[config.mk]
export PLATFORM = sky130hd
export DESIGN_NAME = spi_host
export DESIGN_NICKNAME = d
export VERILOG_FILES = /design/src/rtl/spi_host_pkg.sv /design/src/rtl/spi_host_shifter.sv /design/src/rtl/spi_host.sv
export SDC_FILE = /design/constraint.sdc
export NUM_CORES = 1
export LEC_CHECK = 0
export CAP_MARGIN = 20
export CORE_ASPECT_RATIO = 0.75
export CORE_UTILIZATION = 34
export DETAILED_ROUTE_END_ITERATION = 8
export MAX_ROUTING_LAYER = met4
export PLACE_DENSITY = 0.61
export REMOVE_ABC_BUFFERS = 1
export SETUP_SLACK_MARGIN = 0.3
export SYNTH_ARGS = -nofsm -noshare
export SYNTH_HDL_FRONTEND = slang
export SYNTH_SLANG_ARGS = --single-unit
[constraint.sdc]
create_clock -name clk_i -period 2.34 [get_ports clk_i]
set_input_delay 0.351 -clock clk_i [delete_from_list [all_inputs] [get_ports clk_i]]
set_output_delay 0.351 -clock clk_i [all_outputs]
set_load 0.01 [all_outputs]
[src/rtl/spi_host_pkg.sv]
// spi_host_pkg: shared FSM encoding, register map, CTRL bit positions and guard opcodes
package spi_host_pkg;
    typedef enum logic [1:0] {ST_IDLE, ST_XFER, ST_COMPLETE} state_e;
    localparam logic [15:0] OFF_CTRL = 16'd0;
    localparam logic [15:0] OFF_DIV  = 16'd1;
    localparam logic [15:0] OFF_DATA = 16'd4;
    localparam int CS_EN = 3;
    localparam int CPOL  = 4;
    localparam int CPHA  = 5;
    localparam int LSB   = 6;
    function automatic logic is_guard(input logic [7:0] b);
        return b inside {8'h3B, 8'h6B, 8'hEB, 8'hBB, 8'h77, 8'h32, 8'h92, 8'h94};
    endfunction
endpackage

[src/rtl/spi_host_shifter.sv]
// spi_host_shifter: SCK divider, edge generation and full-duplex 8-bit shift/sample
module spi_host_shifter #(
    parameter int DIV_WIDTH = 8
) (
    input  logic                 clk_i,
    input  logic                 rst_i,
    input  logic                 start_i,
    input  logic [7:0]           tx_i,
    input  logic [DIV_WIDTH-1:0] div_i,
    input  logic                 cpol_i,
    input  logic                 cpha_i,
    input  logic                 lsb_i,
    input  logic                 sdi_i,
    output logic                 sck_o,
    output logic                 sdo_o,
    output logic                 busy_o,
    output logic [7:0]           rx_o,
    output logic [3:0]           half_o
);
    logic                 busy_q, sck_q, samp_q, sdo_q;
    logic [7:0]           sh_q, sh_d;
    logic [DIV_WIDTH-1:0] cnt_q;
    logic [3:0]           half_q;
    logic                 edge_hit, lead, in_bit, out_bit;

    assign edge_hit = busy_q && cnt_q == div_i;
    assign lead     = ~half_q[0];
    assign in_bit   = cpha_i ? sdi_i : samp_q;
    assign out_bit  = lsb_i ? sh_q[0] : sh_q[7];
    assign sh_d     = lsb_i ? {in_bit, sh_q[7:1]} : {sh_q[6:0], in_bit};
    assign sck_o    = busy_q ? sck_q : cpol_i;
    assign sdo_o    = busy_q ? (cpha_i ? sdo_q : out_bit) : 1'b1;
    assign busy_o   = busy_q;
    assign rx_o     = sh_q;
    assign half_o   = half_q;

    // leading edges capture SDI (cpha=0) or launch the next bit (cpha=1); trailing edges shift
    always_ff @(posedge clk_i or posedge rst_i) begin
        if (rst_i) begin
            busy_q <= 1'b0;
            sck_q  <= 1'b0;
            samp_q <= 1'b0;
            sdo_q  <= 1'b1;
            sh_q   <= 8'hFF;
            cnt_q  <= '0;
            half_q <= '0;
        end else if (start_i) begin
            busy_q <= 1'b1;
            sck_q  <= cpol_i;
            cnt_q  <= '0;
            half_q <= '0;
            sh_q   <= tx_i;
            sdo_q  <= lsb_i ? tx_i[0] : tx_i[7];
        end else if (edge_hit) begin
            sck_q  <= ~sck_q;
            cnt_q  <= '0;
            half_q <= half_q + 4'd1;
            busy_q <= half_q != 4'd15;
            if (lead) begin
                samp_q <= sdi_i;
                sdo_q  <= out_bit;
            end else begin
                sh_q <= sh_d;
            end
        end else if (busy_q) begin
            cnt_q <= cnt_q + 1'b1;
        end
    end
endmodule

[src/rtl/spi_host.sv]
// spi_host: Z80 I/O-mapped SPI master with chip selects, modes, divider and first-byte guard
module spi_host
    import spi_host_pkg::*;
#(
    parameter logic [15:0]        BASE_ADDR = 16'h0100,
    parameter int                 NUM_CS    = 2,
    parameter int                 DIV_WIDTH = 8,
    parameter logic [DIV_WIDTH-1:0] DIV_RESET = '0,
    parameter int                 WAIT_TAIL = 3
) (
    input  logic              clk_i,
    input  logic              rst_i,
    input  logic              phi_edge_i,
    input  logic              io_read_i,
    input  logic              io_write_i,
    input  logic [15:0]       addr_i,
    input  logic [7:0]        din_i,
    output logic [7:0]        dout_o,
    output logic              dout_en_o,
    output logic              wait_en_o,
    output logic              spi_sck_o,
    output logic              spi_sdo_o,
    input  logic              spi_sdi_i,
    output logic [NUM_CS-1:0] spi_ss_o
);
    state_e               state_q;
    logic [6:0]           ctrl_q;
    logic                 fault_q, armed_q, dout_en_q, wait_q;
    logic [DIV_WIDTH-1:0] div_q;
    logic [7:0]           dout_q, rx, tx_d;
    logic [3:0]           half, rem;
    logic                 rd, wr, a_ctrl, a_div, a_data, idle, trip, start, busy;

    assign rd     = io_read_i;
    assign wr     = io_write_i & ~io_read_i;
    assign a_ctrl = addr_i == BASE_ADDR + OFF_CTRL;
    assign a_div  = addr_i == BASE_ADDR + OFF_DIV;
    assign a_data = addr_i == BASE_ADDR + OFF_DATA;
    assign idle   = state_q == ST_IDLE;
    assign trip   = idle & wr & a_data & armed_q & is_guard(din_i);
    assign start  = idle & (rd | wr) & a_data & ~trip;
    assign tx_d   = rd ? 8'hFF : din_i;
    assign rem    = 4'd8 - {1'b0, half[3:1]};
    assign dout_o    = dout_q;
    assign dout_en_o = dout_en_q;
    assign wait_en_o = wait_q;

    spi_host_shifter #(.DIV_WIDTH(DIV_WIDTH)) u_shifter (
        .clk_i   (clk_i),
        .rst_i   (rst_i),
        .start_i (start),
        .tx_i    (tx_d),
        .div_i   (div_q),
        .cpol_i  (ctrl_q[CPOL]),
        .cpha_i  (ctrl_q[CPHA]),
        .lsb_i   (ctrl_q[LSB]),
        .sdi_i   (spi_sdi_i),
        .sck_o   (spi_sck_o),
        .sdo_o   (spi_sdo_o),
        .busy_o  (busy),
        .rx_o    (rx),
        .half_o  (half)
    );

    // one active-low select follows cs_en; out-of-range cs_sel leaves every line high
    always_comb begin
        for (int i = 0; i < NUM_CS; i++) spi_ss_o[i] = ~(ctrl_q[CS_EN] && ctrl_q[2:0] == 3'(i));
    end

    // bus FSM; register writes and the guard only act from IDLE so each bus cycle does one thing
    always_ff @(posedge clk_i or posedge rst_i) begin
        if (rst_i) begin
            state_q <= ST_IDLE;
            ctrl_q  <= '0;
            fault_q <= 1'b0;
            armed_q <= 1'b0;
            div_q   <= DIV_RESET;
        end else begin
            case (state_q)
                ST_IDLE: begin
                    if ((rd | wr) & (a_ctrl | a_div)) begin
                        state_q <= ST_COMPLETE;
                        if (wr & a_ctrl) begin
                            ctrl_q  <= din_i[6:0];
                            fault_q <= fault_q & ~din_i[7];
                            armed_q <= din_i[CS_EN] & (armed_q | ~ctrl_q[CS_EN]);
                        end
                        if (wr & a_div) div_q <= DIV_WIDTH'(din_i);
                    end else if (trip) begin
                        state_q       <= ST_COMPLETE;
                        ctrl_q[CS_EN] <= 1'b0;
                        fault_q       <= 1'b1;
                        armed_q       <= 1'b0;
                    end else if (start) begin
                        state_q <= ST_XFER;
                        armed_q <= armed_q & ~wr;
                    end
                end
                ST_XFER:  if (!busy) state_q <= (io_read_i | io_write_i) ? ST_COMPLETE : ST_IDLE;
                default:  if (!io_read_i && !io_write_i) state_q <= ST_IDLE;
            endcase
        end
    end

    // read data, bus drive enable and /WAIT, all registered toward the Z80
    always_ff @(posedge clk_i or posedge rst_i) begin
        if (rst_i) begin
            dout_q    <= 8'h00;
            dout_en_q <= 1'b0;
            wait_q    <= 1'b0;
        end else begin
            dout_en_q <= rd & (a_ctrl | a_div | a_data);
            dout_q    <= (state_q == ST_XFER && !busy) ? rx :
                         (rd & a_ctrl) ? {fault_q, ctrl_q} :
                         (rd & a_div) ? 8'(div_q) : dout_q;
            wait_q    <= state_q != ST_XFER ? 1'b0 :
                         phi_edge_i ? (rd & a_data & (rem > 4'(WAIT_TAIL))) : wait_q;
        end
    end
endmodule
[Yosys cells after proc, flatten, opt, wreduce, memory -nomap -nowiden]
Cells that the tools add are included.
Cells by class
  shift-type cells: 0
  bitwise gates (word level): 34
  divide/modulo/power cells: 0
  add/sub/neg operators: 3
  mux-type cells: 45
  reductions and logical operators: 27
  equal/unequal tests: 20
  $lt $le $gt $ge: 1
  $mul: 0
Operators with widths (number)
  $mux W8: 11
  $eq A16 B9 Y1 const B: 3
  $eq A8 B8 Y1 const B: 4
  $mux W1: 24
  $and A1 B1 Y1: 19
  $reduce_and A3 Y1: 6
  $eq A8 B6 Y1 const B: 2
  $eq A8 B7 Y1 const B: 2
  $mux W2: 6
  $mux W4: 3
  $reduce_bool A3 Y1: 4
  $not A1 Y1: 10
  $add A8 B1 Y8 const B: 1
  $eq A8 B8 Y1: 1
  $reduce_bool A2 Y1: 4
  $reduce_bool A8 Y1: 1
  $logic_and A1 B1 Y1: 5
  $or A1 B1 Y1: 5
  $add A4 B1 Y4 const B: 1
  $gt A4 B2 Y1 const B: 1
  $ne A2 B1 Y1 const B: 2
  $ne A2 B2 Y1 const B: 2
  $ne A4 B1 Y1 const B: 1
  $ne A4 B4 Y1 const B: 1
  8 further kinds: 11
Storage, ports and cells
  logic and storage cells: 146
  memories: 0
  latch bits: 0
  output and inout bits: 14
  memory bits (writable): 0
  register bits: 53
  bits of input ports: 30
  ROM bits: 0

[Logic depth before layout (Yosys ltp)]
Gate-level depths: netlist of the first run.
  word-level depth: 12
  depth in mapped cells: 8
  mapped depth without buffers: 6

[Cells and area by module]
From an unflattened synthesis of the first run, not the netlist that was laid out.
Second synthesis, totals
  cells, all modules: 309
  area total of the unflattened synthesis: 3138.0 sq um
Modules (own cells, without submodules)
  spi_host: times used 1, cells each 160, sequential area each 725.7 sq um, area an instance 1677.9 sq um
  spi_host_shifter: times used 1, cells each 149, sequential area each 611.8 sq um, area an instance 1460.2 sq um

[Worst setup path before layout of the first run]
No wires, ideal clock.
  path type: input -> register
  start: input port din_i[0]
  end: register armed_q
  arrival time: 1.822 ns
  setup time: 0.125 ns
  setup slack: 0.393 ns
  data required time: 2.215 ns
  cell stages on the path: 7
  buffers on the path: 1
  path through: buf_6 -> or3_1 -> a21oi_2 -> o21ai_0 -> a211o_1 -> nand3_1 -> mux2_2
On the way
  word-level cells in the longest chain between the ends: 7
  elaborated cells on any way between the ends: 16
  classes of those cells: eq/ne (8); mux (2); bitwise (3); reduce/logical (3)
Ends and longest elaborated chain
  from (decl): RTL line spi_host.sv:17  | input logic [7:0] din_i,
  $eq A8 B6 Y1, or another cell as far along: RTL line spi_host_pkg.sv:12  | return b inside {8'h3B, 8'h6B, 8'hEB, 8'hBB, 8'h77, 8'h32, 8'h92, 8'h94};
  $reduce_bool A8 Y1 (*): RTL line spi_host_pkg.sv:12
  $and A1 B1 Y1 (*): RTL line spi_host.sv:40  | assign trip = idle & wr & a_data & armed_q & is_guard(din_i);
  $not A1 Y1: RTL line spi_host.sv:41  | assign start = idle & (rd | wr) & a_data & ~trip;
  $and A1 B1 Y1: RTL line spi_host.sv:41
  $reduce_bool A3 Y1 (no source line)
  $reduce_and A3 Y1 (no source line)
  to (signal assigned): RTL line spi_host.sv:86  | armed_q <= din_i[CS_EN] & (armed_q | ~ctrl_q[CS_EN]);
  to (signal assigned): RTL line spi_host.sv:96  | armed_q <= armed_q & ~wr;
  to (decl): RTL line spi_host.sv:28  | logic fault_q, armed_q, dout_en_q, wait_q;
Every way passes the cells marked *; elsewhere a longest branch is shown, timed or not.
A chain may end at the register's enable or synchronous reset.

[Worst setup path in the final report of the first run]
  start: input port addr_i[7]
  end: register ctrl_q[3]
On the way
  word-level cells in the longest chain between the ends: 6
  elaborated cells on any way between the ends: 13
  classes of those cells: eq/ne (4); mux (1); bitwise (6); reduce/logical (2)
Ends and longest elaborated chain
  from (decl): RTL line spi_host.sv:16  | input logic [15:0] addr_i,
  $eq A16 B9 Y1: RTL line spi_host.sv:38  | assign a_data = addr_i == BASE_ADDR + OFF_DATA;
  $and A1 B1 Y1 (3 in a row): RTL line spi_host.sv:40
  $reduce_bool A2 Y1 (no source line)
  $reduce_and A3 Y1 (no source line)
  to (signal assigned): RTL line spi_host.sv:84  | ctrl_q <= din_i[6:0];
  to (decl): RTL line spi_host.sv:27  | logic [6:0] ctrl_q;
Parallel ways exist; a longest one is shown, timed or not.

==> flow_summary.yaml, run 1 <==
pwr:
  combinationalPowerShare_pct: 8.4
  powerDensity_nw_per_um2: 479.2
  seq_power_share_pct: 47.2
  p_clk_share_pct: 44.4
  p_leak_uw: 0.001858
  p_sw_share_pct: 21.80
  total_power_uw: 1970
  ir_drop_mv: 0.2667
  internal-power_uw: 1541
  switching_power_uw: 429.5
die:
  num_rows: 29
  core_region_area_sq_um: 8527
  initial_core_util_pct: 35.33
  die_w_microns: 110.7
  die_height_microns: 83.53
  ioPinCount: 44
  die_area_sq_um: 9246
critical_path:
  reg2reg_from: "div_q[7]"
  startpoint_type: "input pin"
  path_max_fanout: 4
  worstRegToRegCells: 6
  critPathCaptureType: "flip-flop"
  r2r-end: "u_shifter.samp_q"
  critPathRequiredTime_ps: 2570
  critical_path_class: "in2reg"
  r2r_setup_slack_ps: 410
  cp.arrival_ps: 2210
placement:
  placed_cells: 469
  place_ws_ps: -168.5
  hpwl_mm: 5.719
  gp_congestion: 0.8626
  port_buffers: 43
worst_hold_path:
  worst_hold_path_type: "in2async"
detailed_routing:
  met3_length_microns: 367
  drc: 0
  drt_iter0_drc: 106
  postRouteAntennaNets: 0
  drt-pass1-iter-count: 5
  viasPerCell: 5.093
  met1_length_mm: 3.840
  drt_wl_total_mm: 7.615
  wl_met2_mm: 3.333
  top_layer_used: "met4"
  vias: 2460
  wire_per_inst_microns: 15.77
cells_and_area:
  area_growth_syn_to_layout_pct: 36.46
  nets: 406
  antenna_cells: 0
  final_cells: 483
  fillers: 776
  final_layout_size_suffix_gt1_share_pct: 27.20
  final_core_util_pct: 48.22
global_routing:
  grt.overflow.total: 0
  grt_pass1_vias: 2436
  antenna_found_initial: 0
  grt_max_degree: 40
  grt_pass1_wl_mm: 12.70
  grt_usage_pct: 17.73
yosys:
  avgSynthCellArea_sq_um: 10.14
  synthTopCellsByArea: "dfrtp_1, mux2_2, dfstp_2"
  yosysSeqAreaShare_pct: 44.39
  synthDistinctLibCells: 47
  synth_enable_flop_cells: 0
  yosysTopAreaCellShare_pct: 36.54
  yosysWarnings: 0
  synthFlopType: "dfrtp_1"
  syn-cell-area_sq_um: 3013
  synth.top_cells.by_count: "dfrtp_1, nor2_1, nand2_1, mux2_2, a21oi_1"
  ys_ff_latch: 53
  yosysMostFrequentCell: "dfrtp_1"
  syn_inst: 297
  synth_area_leader_cell: "dfrtp_1"
  synthArstFlopShare_pct: 100.0
cts:
  hold_buffers: 0
  cts_sinks: 53
  clk_pin_slew_ps: 70
  clockBufferDepth: 2
  htree_num_levels: 2
  clockRootBuffer: "clkbuf_16"
  cts_buffers: 5
  cts_tree: "yes"
  clock_latency_ps: 300
sta:
  whs_ps: 349.5
  finalMaxSlewViolations: 0
  fin_crit_sh_pct: 84.59
  hold_viol_final: 0
  max_freq_ghz: 0.5052
  fin_crit_ps: 1979
  setup-violations-final: 0
  rsz0062_at_grt: "true"
  worst_pin_slew_ps: 431.0
  fin_ws_ps: 360.6
  skew_ps: 5.622
  slew_headroom_pct: 71.11
job:
  drv_cap: 0
status:
  status: "finished, final reports clean"
## worst max-delay path by stage
stage / start / to / slack, ps / depth (start not counted)
2_1_floorplan: addr_i[6] / armed_q / 360 / 5
3_3_place_gp: addr_i[10] / u_shifter.samp_q / -110 / 7
3_5_place_dp: addr_i[10] / u_shifter.rx_o[0] / -170 / 7
4_1_cts: din_i[6] / u_shifter.rx_o[2] / 300 / 8
5_1_grt: addr_i[7] / ctrl_q[3] / 290 / 8
6_report: addr_i[7] / ctrl_q[3] / 360 / 8
## cells by family after synthesis
family / synth area share (%)
muxes: 15.95
buffers and inverters: 3.156
xor gates and xnor gates: 5.814
DFF: 44.39
adders and majority gates: 0.8304
and+or+nand+nor: 20.64
AOI/OAI and AO/OA: 9.220
## layout by cell type (no fill, tap or decap), types with 9 or more instances in the layout
master	instances
a21oi_1	22
buf_4	34
clkdlybuf4s50_1	24
dfrtp_1	43
dfstp_2	9
dlymetal6s2s_1	11
mux2_2	23
mux2i_1	21
nand2_1	27
nor2_1	31
o21ai_0	14
xnor2_1	13
## per-stage QoR
step | TNS, ps | area, sq um
finish | 0 | 4111
global placement | -1509 | 3800
CTS | 0 | 4015
global route | 0 | 4111
detailed placement | -3090 | 3800
floorplan | 0 | 2937
## critical path, stage by stage
cell             delay (ps)
clkdlybuf4s50_1         480
nor4b_4                 260
nand4_1                 200
buf_4                   190
a211o_1                 240
buf_4                   160
a211o_1                 250
nand2_1                  70
## layout make-up
cell class	count	area (sq um)	share of cell area, %
tap	108	135.1	3.287
clock buffer	7	142.6	3.469
multi-input combinational	227	1652	40.17
inverter	5	18.77	0.4565
clock inverter	1	30.03	0.7304
sequential	53	1339	32.56
timing repair buffer	82	794.5	19.32
## flip-flops by register name, summed over array words and instances (netlist names)
| signal | cells |
|---|---|
| div_q | 8 |
| u_shifter.half_o | 4 |
| u_shifter.sdo_q | 1 |
| u_shifter.cnt_q | 8 |
| dout_o | 8 |
| state_q | 2 |
| u_shifter.rx_o | 8 |
| u_shifter.busy_o | 1 |
| armed_q | 1 |
| u_shifter.sck_q | 1 |
| wait_en_o | 1 |
| u_shifter.samp_q | 1 |
| dout_en_o | 1 |
| ctrl_q | 7 |
| fault_q | 1 |
## power by group through the flow
stage | combinational [uW] | clock, uW | sequential (uW)
after floorplan | 49.0 | 0 | 945
after global placement | 162 | 0 | 946
after detailed placement | 164 | 0 | 947
after CTS | 163 | 881 | 929
after global routing | 179 | 927 | 930
final | 165 | 875 | 929
## per-layer routing
| layer | track usage [%] | up-vias |
|---|---|---|
| met1 | 25.72 | 1173 |
| met3 | 3.050 | 8 |
| met2 | 25.64 | 68 |
| met5 | - | - |
| met4 | 4.364 | 0 |
| li1 | - | 1211 |
## repair_timing
| item | 4_1_cts | 5_1_grt |
|---|---|---|
| gates resized for setup | 15 | 21 |
| gates cloned | 0 | 0 |
| hold endpoints to repair | 0 | 0 |
| setup endpoints to repair | 43 | 44 |
| pin swaps | 7 | 8 |
| buffers inserted | 4 | 2 |
Note: power is estimated with default switching activity, not from simulation.
==> run 2, diff against run 1 <==
==> constraint.sdc (replaced) <==
create_clock -name clk_i -period 2.1 [get_ports clk_i]
set_input_delay 0.315 -clock clk_i [delete_from_list [all_inputs] [get_ports clk_i]]
set_output_delay 0.315 -clock clk_i [all_outputs]
set_load 0.01 [all_outputs]
==> flow_summary.yaml, run 2 (synthesis results as in run 1) <==
critical_path:
  critPathRequiredTime_ps: 2270
  reg2reg_from: "state_q[0]"
  startpoint_type: "flip-flop"
  cp.arrival_ps: 2040
  critPathCaptureType: "flip-flop"
  critical_path_class: "reg2reg"
  r2r-end: "ctrl_q[1]"
  path_max_fanout: 5
  r2r_setup_slack_ps: 230
  worstRegToRegCells: 5
pwr:
  internal-power_uw: 1630
  powerDensity_nw_per_um2: 472.4
  p_leak_uw: 0.001967
  combinationalPowerShare_pct: 9.5
  ir_drop_mv: 0.3084
  p_clk_share_pct: 41.2
  seq_power_share_pct: 49.3
  p_sw_share_pct: 22.50
  total_power_uw: 2103
  switching_power_uw: 473.0
cts:
  clockRootBuffer: "clkbuf_16"
  htree_num_levels: 2
  cts_buffers: 5
  cts_sinks: 53
  clk_pin_slew_ps: 70
  clockBufferDepth: 2
  clock_latency_ps: 290
  cts_tree: "yes"
  hold_buffers: 0
die:
  die_area_sq_um: 9246
  num_rows: 29
  core_region_area_sq_um: 8527
  ioPinCount: 44
  die_w_microns: 110.7
  die_height_microns: 83.53
  initial_core_util_pct: 35.33
cells_and_area:
  final_cells: 511
  final_cell_mix: "buf_4, dfrtp_1, nand2_1"
  antenna_cells: 0
  design_area_sq_um: 4451
  final_common_cell: "buf_4"
  nets: 434
  area_growth_syn_to_layout_pct: 47.72
  final_layout_size_suffix_gt1_share_pct: 41.19
placement:
  hpwl_mm: 5.799
  port_buffers: 43
  placed_area_sq_um: 3870
  placed_cells: 480
  gp_congestion: 0.8473
sta:
  fin_crit_ps: 1869
  setup-violations-final: 0
  fin_crit_sh_pct: 88.99
  rsz0062_at_grt: "true"
  whs_ps: 354.2
  fin_setup_tns_ps: 0
  hold_viol_final: 0
  max_freq_ghz: 0.5351
  slew_headroom_pct: 69.29
  finalMaxSlewViolations: 0
  worst_pin_slew_ps: 460.0
  skew_ps: 6.549
global_routing:
  grt_usage_pct: 18.52
  grt_pass1_wl_mm: 13.11
  grt.overflow.total: 0
  grt_max_degree: 35
  grt_pass1_vias: 2531
  antenna_found_initial: 0
detailed_routing:
  drt_iter0_drc: 159
  viasPerCell: 5.096
  wire_per_inst_microns: 16.61
  postRouteAntennaNets: 0
  drt_wl_total_mm: 8.490
  drt-pass1-iter-count: 5
  vias: 2604
  drc: 0
worst_hold_path:
  worst_hold_path_type: "in2async"
job:
  drv_cap: 0
status:
  status: "finished, final reports clean"
==> run 2: cell types whose count changed in the layout (fill, tap and decap cells not counted), sizes merged <==
cell,change
or2,+1
clkbuf,+4
dlygate4sd2,+7
dlymetal6s2s,-10
buf,+32
clkinv,+1
clkdlybuf4s50,-10
clkdlybuf4s15,+4
bufinv,-1
==> run 2: critical path, stage by stage (launching register included) <==
cell and delay (ps):
dfrtp_2 440, nor4b_4 300, buf_4 180, or3b_4 410
buf_6 150, mux2_2 260
==> run 2: worst max-delay path by stage <==
stage	from	slack [ps]	cells past startpoint	endpoint
2_1_floorplan	addr_i[6]	160	5	armed_q
3_3_place_gp	addr_i[10]	-300	7	u_shifter.samp_q
3_5_place_dp	addr_i[10]	-390	7	u_shifter.samp_q
4_1_cts	addr_i[12]	300	10	u_shifter.sck_q
5_1_grt	state_q[0]	150	5	ctrl_q[4]
6_report	state_q[0]	230	5	ctrl_q[1]
==> run 2: metal layers <==
layer  wire length (microns)  vias up  global-route usage, %  share of wire (%)
met5                       0        -                      -                  0
met3                     347       12                  3.268                4.1
met4                     131        0                  5.455                1.5
li1                        -     1266                      -                  -
met2                    3956       56                  27.56                 47
met1                    4054     1270                  25.82                 48
==> run 2: timing repair <==
| action | CTS | global route |
|---|---|---|
| setup buffers | 14 | 7 |
| resized for setup | 77 | 51 |
| pin swaps | 18 | 27 |
| gates cloned | 1 | 1 |
| endpoints found under the setup margin | 54 | 44 |
==> run 2: power groups by stage <==
stage	combinational [uW]	clock, uW	sequential [uW]
3_3_place_gp	192	0	1050
5_1_grt	215	928	1040
3_5_place_dp	193	0	1050
2_1_floorplan	54.6	0	1050
4_1_cts	189	890	1040
6_report	200	867	1040
==> run 2: area by class of cell <==
class,count,area [sq um]
fillers,760,4076
well taps,108,135.1
flip-flops and latches,53,1340
inverters,5,18.77
clock buffers,7,152.6
repair buffers,109,963.4
multi-input cells,228,1836
clock inverters,1,5.005
==> run 2: metrics by stage <==
stage | worst slack, ps | util, %
finish | 231.2 | 52.19
global route | 154.7 | 52.19
CTS | 302.8 | 49.80
detailed placement | -390.2 | 45.39
global placement | -298.5 | 45.39
floorplan | 156.9 | -
==> run 3, diff against run 2 <==
--- a/config.mk
+++ b/config.mk
@@ -5,7 +5,7 @@
 export SDC_FILE = /design/constraint.sdc
 export NUM_CORES = 1
 export LEC_CHECK = 0
-export CAP_MARGIN = 20
+export CAP_MARGIN = 30
 export CORE_ASPECT_RATIO = 0.75
 export CORE_UTILIZATION = 34
 export DETAILED_ROUTE_END_ITERATION = 8
==> results of run 3 <==
Final layout, timing and power as in run 2 (identical DEF).
